[config.mk]
export PLATFORM = sky130hd
export DESIGN_NAME = bcd_seq_subtractor_flat
export DESIGN_NICKNAME = d
export VERILOG_FILES = /design/src/rtl/bcd_seq_subtractor_if.sv /design/src/rtl/bcd_seq_subtractor.sv /design/src/flat_wrapper.sv
export SDC_FILE = /design/constraint.sdc
export NUM_CORES = 1
export LEC_CHECK = 0
export ABC_AREA = 1
export BUFFER_PORTS_ARGS = -buffer_cell sky130_fd_sc_hd__buf_2
export CORE_MARGIN = 4
export CORE_UTILIZATION = 64
export CTS_BUF_LIST = sky130_fd_sc_hd__clkbuf_8
export DETAILED_ROUTE_END_ITERATION = 8
export PLACE_DENSITY = 0.87
export SYNTH_ARGS = -nofsm -noshare
export SYNTH_HDL_FRONTEND = slang
export SYNTH_SLANG_ARGS = --single-unit
[constraint.sdc]
create_clock -name clk -period 6.5 [get_ports clk]
set_clock_uncertainty 0.15 [all_clocks]
set_input_delay 0.65 -clock clk [delete_from_list [all_inputs] [get_ports clk]]
set_output_delay 0.65 -clock clk [all_outputs]
set_load 0.02 [all_outputs]
[src/rtl/bcd_seq_subtractor_if.sv]
// rtl/bcd_seq_subtractor_if.sv - operand/result bundle for the sequential BCD subtractor
interface bcd_seq_subtractor_if #(
  parameter int DIGITS = 4
);
  logic                  start;
  logic [4*DIGITS-1:0]   a;
  logic [4*DIGITS-1:0]   b;
  logic                  busy;
  logic                  done;
  logic [4*DIGITS-1:0]   diff;
  logic                  neg;
  logic                  err;

  modport master (
    output start, a, b,
    input  busy, done, diff, neg, err
  );

  modport slave (
    input  start, a, b,
    output busy, done, diff, neg, err
  );
endinterface

[src/rtl/bcd_seq_subtractor.sv]
// rtl/bcd_seq_subtractor.sv - digit-serial sign-magnitude BCD subtractor |A-B|
module bcd_seq_subtractor #(
  parameter int DIGITS = 4
) (
  input  logic                   clk,
  input  logic                   rst_n,
  bcd_seq_subtractor_if.slave    bus
);

  localparam int W  = 4 * DIGITS;
  localparam int IW = $clog2(DIGITS);

  typedef enum logic [1:0] {
    S_IDLE,
    S_SUB,
    S_FIX,
    S_DONE
  } state_t;

  state_t           state;
  logic [W-1:0]     a_reg;
  logic [W-1:0]     b_reg;
  logic [W-1:0]     r_reg;
  logic [IW-1:0]    idx;
  logic             borrow;

  logic             busy_q;
  logic             done_q;
  logic [W-1:0]     diff_q;
  logic             neg_q;
  logic             err_q;

  logic [3:0]       x_dig;
  logic [3:0]       y_dig;
  logic signed [4:0] t;
  logic [3:0]       res_dig;
  logic             borrow_nxt;
  logic [W-1:0]     r_upd;
  logic             last_dig;
  logic             in_bad;

  // One digit step: SUB uses a_i - b_i - borrow, FIX reuses the same path as 0 - r_i - borrow
  always_comb begin
    x_dig      = (state == S_FIX) ? 4'd0 : a_reg[{idx, 2'b00} +: 4];
    y_dig      = (state == S_FIX) ? r_reg[{idx, 2'b00} +: 4] : b_reg[{idx, 2'b00} +: 4];
    t          = $signed({1'b0, x_dig}) - $signed({1'b0, y_dig}) - $signed({4'b0000, borrow});
    borrow_nxt = t[4];
    // t is in -10..9, so adding 10 modulo 16 to the low nibble yields the 0..9 digit
    res_dig    = borrow_nxt ? (t[3:0] + 4'd10) : t[3:0];
    r_upd      = r_reg;
    r_upd[{idx, 2'b00} +: 4] = res_dig;
    last_dig   = (idx == IW'(DIGITS - 1));
  end

  // Flag any non-BCD digit on the incoming operands
  always_comb begin
    in_bad = 1'b0;
    for (int i = 0; i < DIGITS; i++) begin
      if (bus.a[4*i +: 4] > 4'd9) in_bad = 1'b1;
      if (bus.b[4*i +: 4] > 4'd9) in_bad = 1'b1;
    end
  end

  // Control FSM with registered outputs; results are loaded only on entry to DONE
  always_ff @(posedge clk or negedge rst_n) begin
    if (!rst_n) begin
      state  <= S_IDLE;
      a_reg  <= '0;
      b_reg  <= '0;
      r_reg  <= '0;
      idx    <= '0;
      borrow <= 1'b0;
      busy_q <= 1'b0;
      done_q <= 1'b0;
      diff_q <= '0;
      neg_q  <= 1'b0;
      err_q  <= 1'b0;
    end else begin
      done_q <= 1'b0;
      case (state)
        S_IDLE: begin
          if (bus.start) begin
            a_reg  <= bus.a;
            b_reg  <= bus.b;
            r_reg  <= '0;
            idx    <= '0;
            borrow <= 1'b0;
            if (in_bad) begin
              state  <= S_DONE;
              done_q <= 1'b1;
              diff_q <= '0;
              neg_q  <= 1'b0;
              err_q  <= 1'b1;
            end else begin
              state  <= S_SUB;
              busy_q <= 1'b1;
            end
          end
        end

        S_SUB: begin
          r_reg <= r_upd;
          if (last_dig) begin
            idx    <= '0;
            borrow <= 1'b0;
            if (borrow_nxt) begin
              // Raw result is the 10's complement of a negative difference
              state <= S_FIX;
            end else begin
              state  <= S_DONE;
              busy_q <= 1'b0;
              done_q <= 1'b1;
              diff_q <= r_upd;
              neg_q  <= 1'b0;
              err_q  <= 1'b0;
            end
          end else begin
            idx    <= idx + 1'b1;
            borrow <= borrow_nxt;
          end
        end

        S_FIX: begin
          r_reg <= r_upd;
          if (last_dig) begin
            idx    <= '0;
            borrow <= 1'b0;
            state  <= S_DONE;
            busy_q <= 1'b0;
            done_q <= 1'b1;
            diff_q <= r_upd;
            neg_q  <= 1'b1;
            err_q  <= 1'b0;
          end else begin
            idx    <= idx + 1'b1;
            borrow <= borrow_nxt;
          end
        end

        S_DONE: begin
          state <= S_IDLE;
        end

        default: begin
          state <= S_IDLE;
        end
      endcase
    end
  end

  assign bus.busy = busy_q;
  assign bus.done = done_q;
  assign bus.diff = diff_q;
  assign bus.neg  = neg_q;
  assign bus.err  = err_q;

endmodule
[src/flat_wrapper.sv]
// flat-port wrapper written by rule: the top's interface ports become plain ports
module bcd_seq_subtractor_flat 
#(
  parameter int DIGITS = 4
)
  (clk, rst_n, bus_start, bus_a, bus_b, bus_busy, bus_done, bus_diff, bus_neg, bus_err);
  bcd_seq_subtractor_if #(.DIGITS(DIGITS)) bus_i ();
  input  logic clk;
  input  logic rst_n;
  input wire logic [$bits(bus_i.start)-1:0] bus_start;
  input wire logic [$bits(bus_i.a)-1:0] bus_a;
  input wire logic [$bits(bus_i.b)-1:0] bus_b;
  output wire logic [$bits(bus_i.busy)-1:0] bus_busy;
  output wire logic [$bits(bus_i.done)-1:0] bus_done;
  output wire logic [$bits(bus_i.diff)-1:0] bus_diff;
  output wire logic [$bits(bus_i.neg)-1:0] bus_neg;
  output wire logic [$bits(bus_i.err)-1:0] bus_err;
  assign bus_i.start = bus_start;
  assign bus_i.a = bus_a;
  assign bus_i.b = bus_b;
  assign bus_busy = bus_i.busy;
  assign bus_done = bus_i.done;
  assign bus_diff = bus_i.diff;
  assign bus_neg = bus_i.neg;
  assign bus_err = bus_i.err;
  bcd_seq_subtractor #(.DIGITS(DIGITS)) u_core (.clk(clk), .rst_n(rst_n), .bus(bus_i));
endmodule
==> results.md <==
- The signed area change from the synthesized netlist to the final layout is 12.0%.
- The first-pass GRT wire length is 15200 µm.
- From bottom edge to top edge, the die measures 86.8 µm.
- Setup violations remaining at the end of the flow were counted as 0.
- The upper clock frequency limit is 221 MHz.
- The die covers 7540 µm².
- Summed over all failing endpoints, the final setup total negative slack is 0 ns.
- The cell with the largest stage delay on the worst path is ha_1.
- The global-route usage over all layers is 26.2%.
- In this run the worst hold path is classified as reg -> reg.
- The most frequently used flop master after synthesis is dfrtp_1.
- After synthesis, the mean cell area works out to 8.52 µm².
- The number of max-slew violations in the final report is 0.
- The number of antenna diodes in the final layout is 0.
- The startpoint class of the critical path is a register.
- Measured against its own limit, the worst slew margin works out to 38.6%.
- The arrival time of data at the critical path endpoint is 4.61 ns.
- Pin placement for this block handled 55 I/O pins.
- The number of antenna violations at the first check in global routing is 0.
- The placed wire-length estimate after detailed placement is 6540 µm.
- The detailed-router iteration count before antenna repair is 5.
- In this run, the number of DRC markers left after iteration 0 of detailed routing was 352.
- The clock buffer count from CTS is 9.
- The TritonCTS clock tree is yes.
- The per-cell via count in the routed design is 5.76.
- The number of clock sinks seen by CTS is 73.
- The worst register-to-register path has a depth of 23.
- The dominant cell by count in the synthesized netlist is nand2_1.
- The number of enable-type register cells in the synthesized netlist is 0.
- Entering global routing, the biggest net connects 74 pins.
- During placement, the flow inserted port buffers numbering 54.
- The via count of the first global-routing pass is 3219.
- The worst hold path begins at u_core.bus.diff[9].
- The synthesized netlist occupies a cell area of 3980 µm².
- The detail route stage leaves a number of antenna-violating nets equal to 0.
- CTS placed an instance of clkbuf_8 at the clock tree root.
- The portion of the clock cycle consumed by the worst path in the final layout is 69.5%.
- At the later pin of the worst-skew pair, clock insertion delay measures 0.35 ns.
- Hold repair after CTS inserted 0 buffers.
- At the worst endpoint, the required time is 6.59 ns.
- The longest individual stage delay on the worst path is 0.49 ns.
- For this run, asynchronously set or reset flops after synthesis account for 100%.
- Traced cell by cell, the critical path runs through inv_1 > ha_1 > inv_1 > a21oi_1 > o21ai_0 > nand3_1 > o21ai_0 > fa_1 > inv_1 > fa_1 > inv_1 > nand2_2 > nand2_2 > nand3_1 > nand2_2 > inv_2 > o21ai_2 > nand3_2 > clkinv_2 > o21ai_4 > inv_4 > nand3_1 > nand2_1.
- The average wire length per cell after detail routing is 15.3 µm.
- The count of vias placed by the detailed router is 3427.
- The placer's final routability congestion estimate is 0.972.
- Once the floorplan was initialized, standard cells occupied 66.4% of the core.
- Setup repair after global routing left no endpoint under its margin.
- By area the synthesized netlist is led by dfrtp_1 (46%), nand2_1 (9.8%), mux2_2 (7.1%).
- The initialized floorplan defines 28 standard-cell rows.
- The top-area cell type share of the netlist area is 45.9%.
- The cell count after synthesis is 467.
- The number of nets in the finished design is 567.
- The run finished with clean final reports.
- Summed over all instances, the cell type with the most area after synthesis is dfrtp_1.
- The kind of critical path is reg -> reg.
- For flop-to-flop paths, the worst setup slack is 1.98 ns.
- The most frequent cell on the critical path is inv_1.
- The beginning of the critical path is u_core.state[0].
- The number of nets in the synthesized netlist is 519.
- The number of flip-flops and latches in the synthesized netlist is 73.
- The type of element capturing the critical path is a register.
- The core region is 5990 µm².
- The final number of hold-violating endpoints is 0.
- The endpoint of the worst-slack reg-to-reg timing path is u_core.bus.diff[14].
- The die is 86.8 µm wide.
- Of the synthesized area, sequential elements account for 45.9%.
- After detailed routing, the total wire length is 9090 µm.
- For the finished layout, the period the worst path requires is 4.52 ns.
- The number of buffers added for setup after CTS is 0.
- The overflow left after global routing is 0.
- For the pin with the worst max-slew slack, the measured transition is 0.920 ns.
- The share of layout cells above drive strength 1 is 22.3%.
- Across the run, the number of max-cap violations was 0.
- In this run the worst path has a maximum fanout of 26.
- The worst flop-to-flop path startpoint is u_core.state[0].
- Counting instances, the worst hold path has a depth of 2.
- The number of instances resized during post-cts repair is 0.
- The number of H-tree levels is 3.
- In this run the deepest clock path goes through 2 buffers.
- The number of library cell types mapped by synthesis is 35.
- After clock tree synthesis, the clock-pin slew on the worst setup and hold paths is 0.08 ns.
- The most critical setup path has its endpoint at u_core.bus.diff[14].
- The number of DRC violations after detailed routing is 0.
- After synthesis, the most frequently instantiated cells are nand2_1 (104), dfrtp_1 (73), o21ai_0 (51), nor2_1 (40), inv_1 (37).
- The Yosys step of the flow raised 0 warnings.
[worst max-delay path, delay by kind of cell (launching register included)]
family	cells	cell delay, ns
adders and majority gates	3	1.14
buffers and inverters	7	1.04
AOI/OAI and AO/OA	5	0.87
and+or+nand+nor	8	0.75
DFF	1	0.42
[worst min path at each step]
stage | endpoint
after detailed placement | u_core.bus.diff[9]
after CTS | u_core.bus.diff[9]
after floorplan | u_core.a_reg[0]
after global placement | u_core.bus.diff[9]
final | u_core.bus.diff[9]
after global routing | u_core.bus.diff[6]
[per-stage QoR]
step	hold WS, ns	utilization [%]	setup slack (ns)	instances	cell area (µm²)
final	0.324	74.4	1.98	595	4460
after floorplan	0.204	-	2.88	467	3980
after global routing	0.356	74.4	1.56	595	4460
after detailed placement	0.310	70.9	2.13	579	4250
after global placement	0.309	70.9	2.27	579	4250
after CTS	0.331	74.4	2.05	595	4460
[cell type report]
class                   count  area [µm²]
multi-input cells         332        1880
flip-flops and latches     73        1830
fillers                   436        1530
repair buffers             56         285
inverters                  43         165
clock buffers              11         151
well taps                  75        93.8
clock inverters             5        55.1
[cell families after synthesis]
logic type      share of synthesized area [%]
compound gates                           14.4
buf+inv                                  6.85
mux                                      7.08
simple gates                             19.8
xor+xnor                                0.220
fa+ha+maj                                5.72
flops                                    45.9
[metal layers]
metal | share of wire, % | GRT usage (%) | vias to the layer above
li1 | - | - | 1649
met1 | 43 | 35.8 | 1615
met2 | 47 | 39.8 | 147
met3 | 8.0 | 7.32 | 16
met4 | 1.7 | 10.2 | 0
met5 | 0 | 0 | -
[cell usage in the layout (no fill, tap or decap), types with 2 or more instances in the layout]
master	synthesis	routed
nand2_1	104	104
dfrtp_1	73	73
buf_2	2	54
o21ai_0	51	51
nor2_1	40	40
inv_1	37	38
nand3_1	33	33
mux2_2	25	25
a21oi_1	21	21
ha_1	15	15
o21ai_1	11	11
clkbuf_8	0	11
o21ai_2	5	5
inv_2	4	4
o22ai_1	4	4
o211ai_1	4	4
nand2_2	3	3
nand4_1	3	3
clkinv_2	1	2
fa_1	2	2
buf_4	0	2
Power is not shown: default switching activity piles up to over one toggle a cycle in this logic, so the estimate is an artifact.
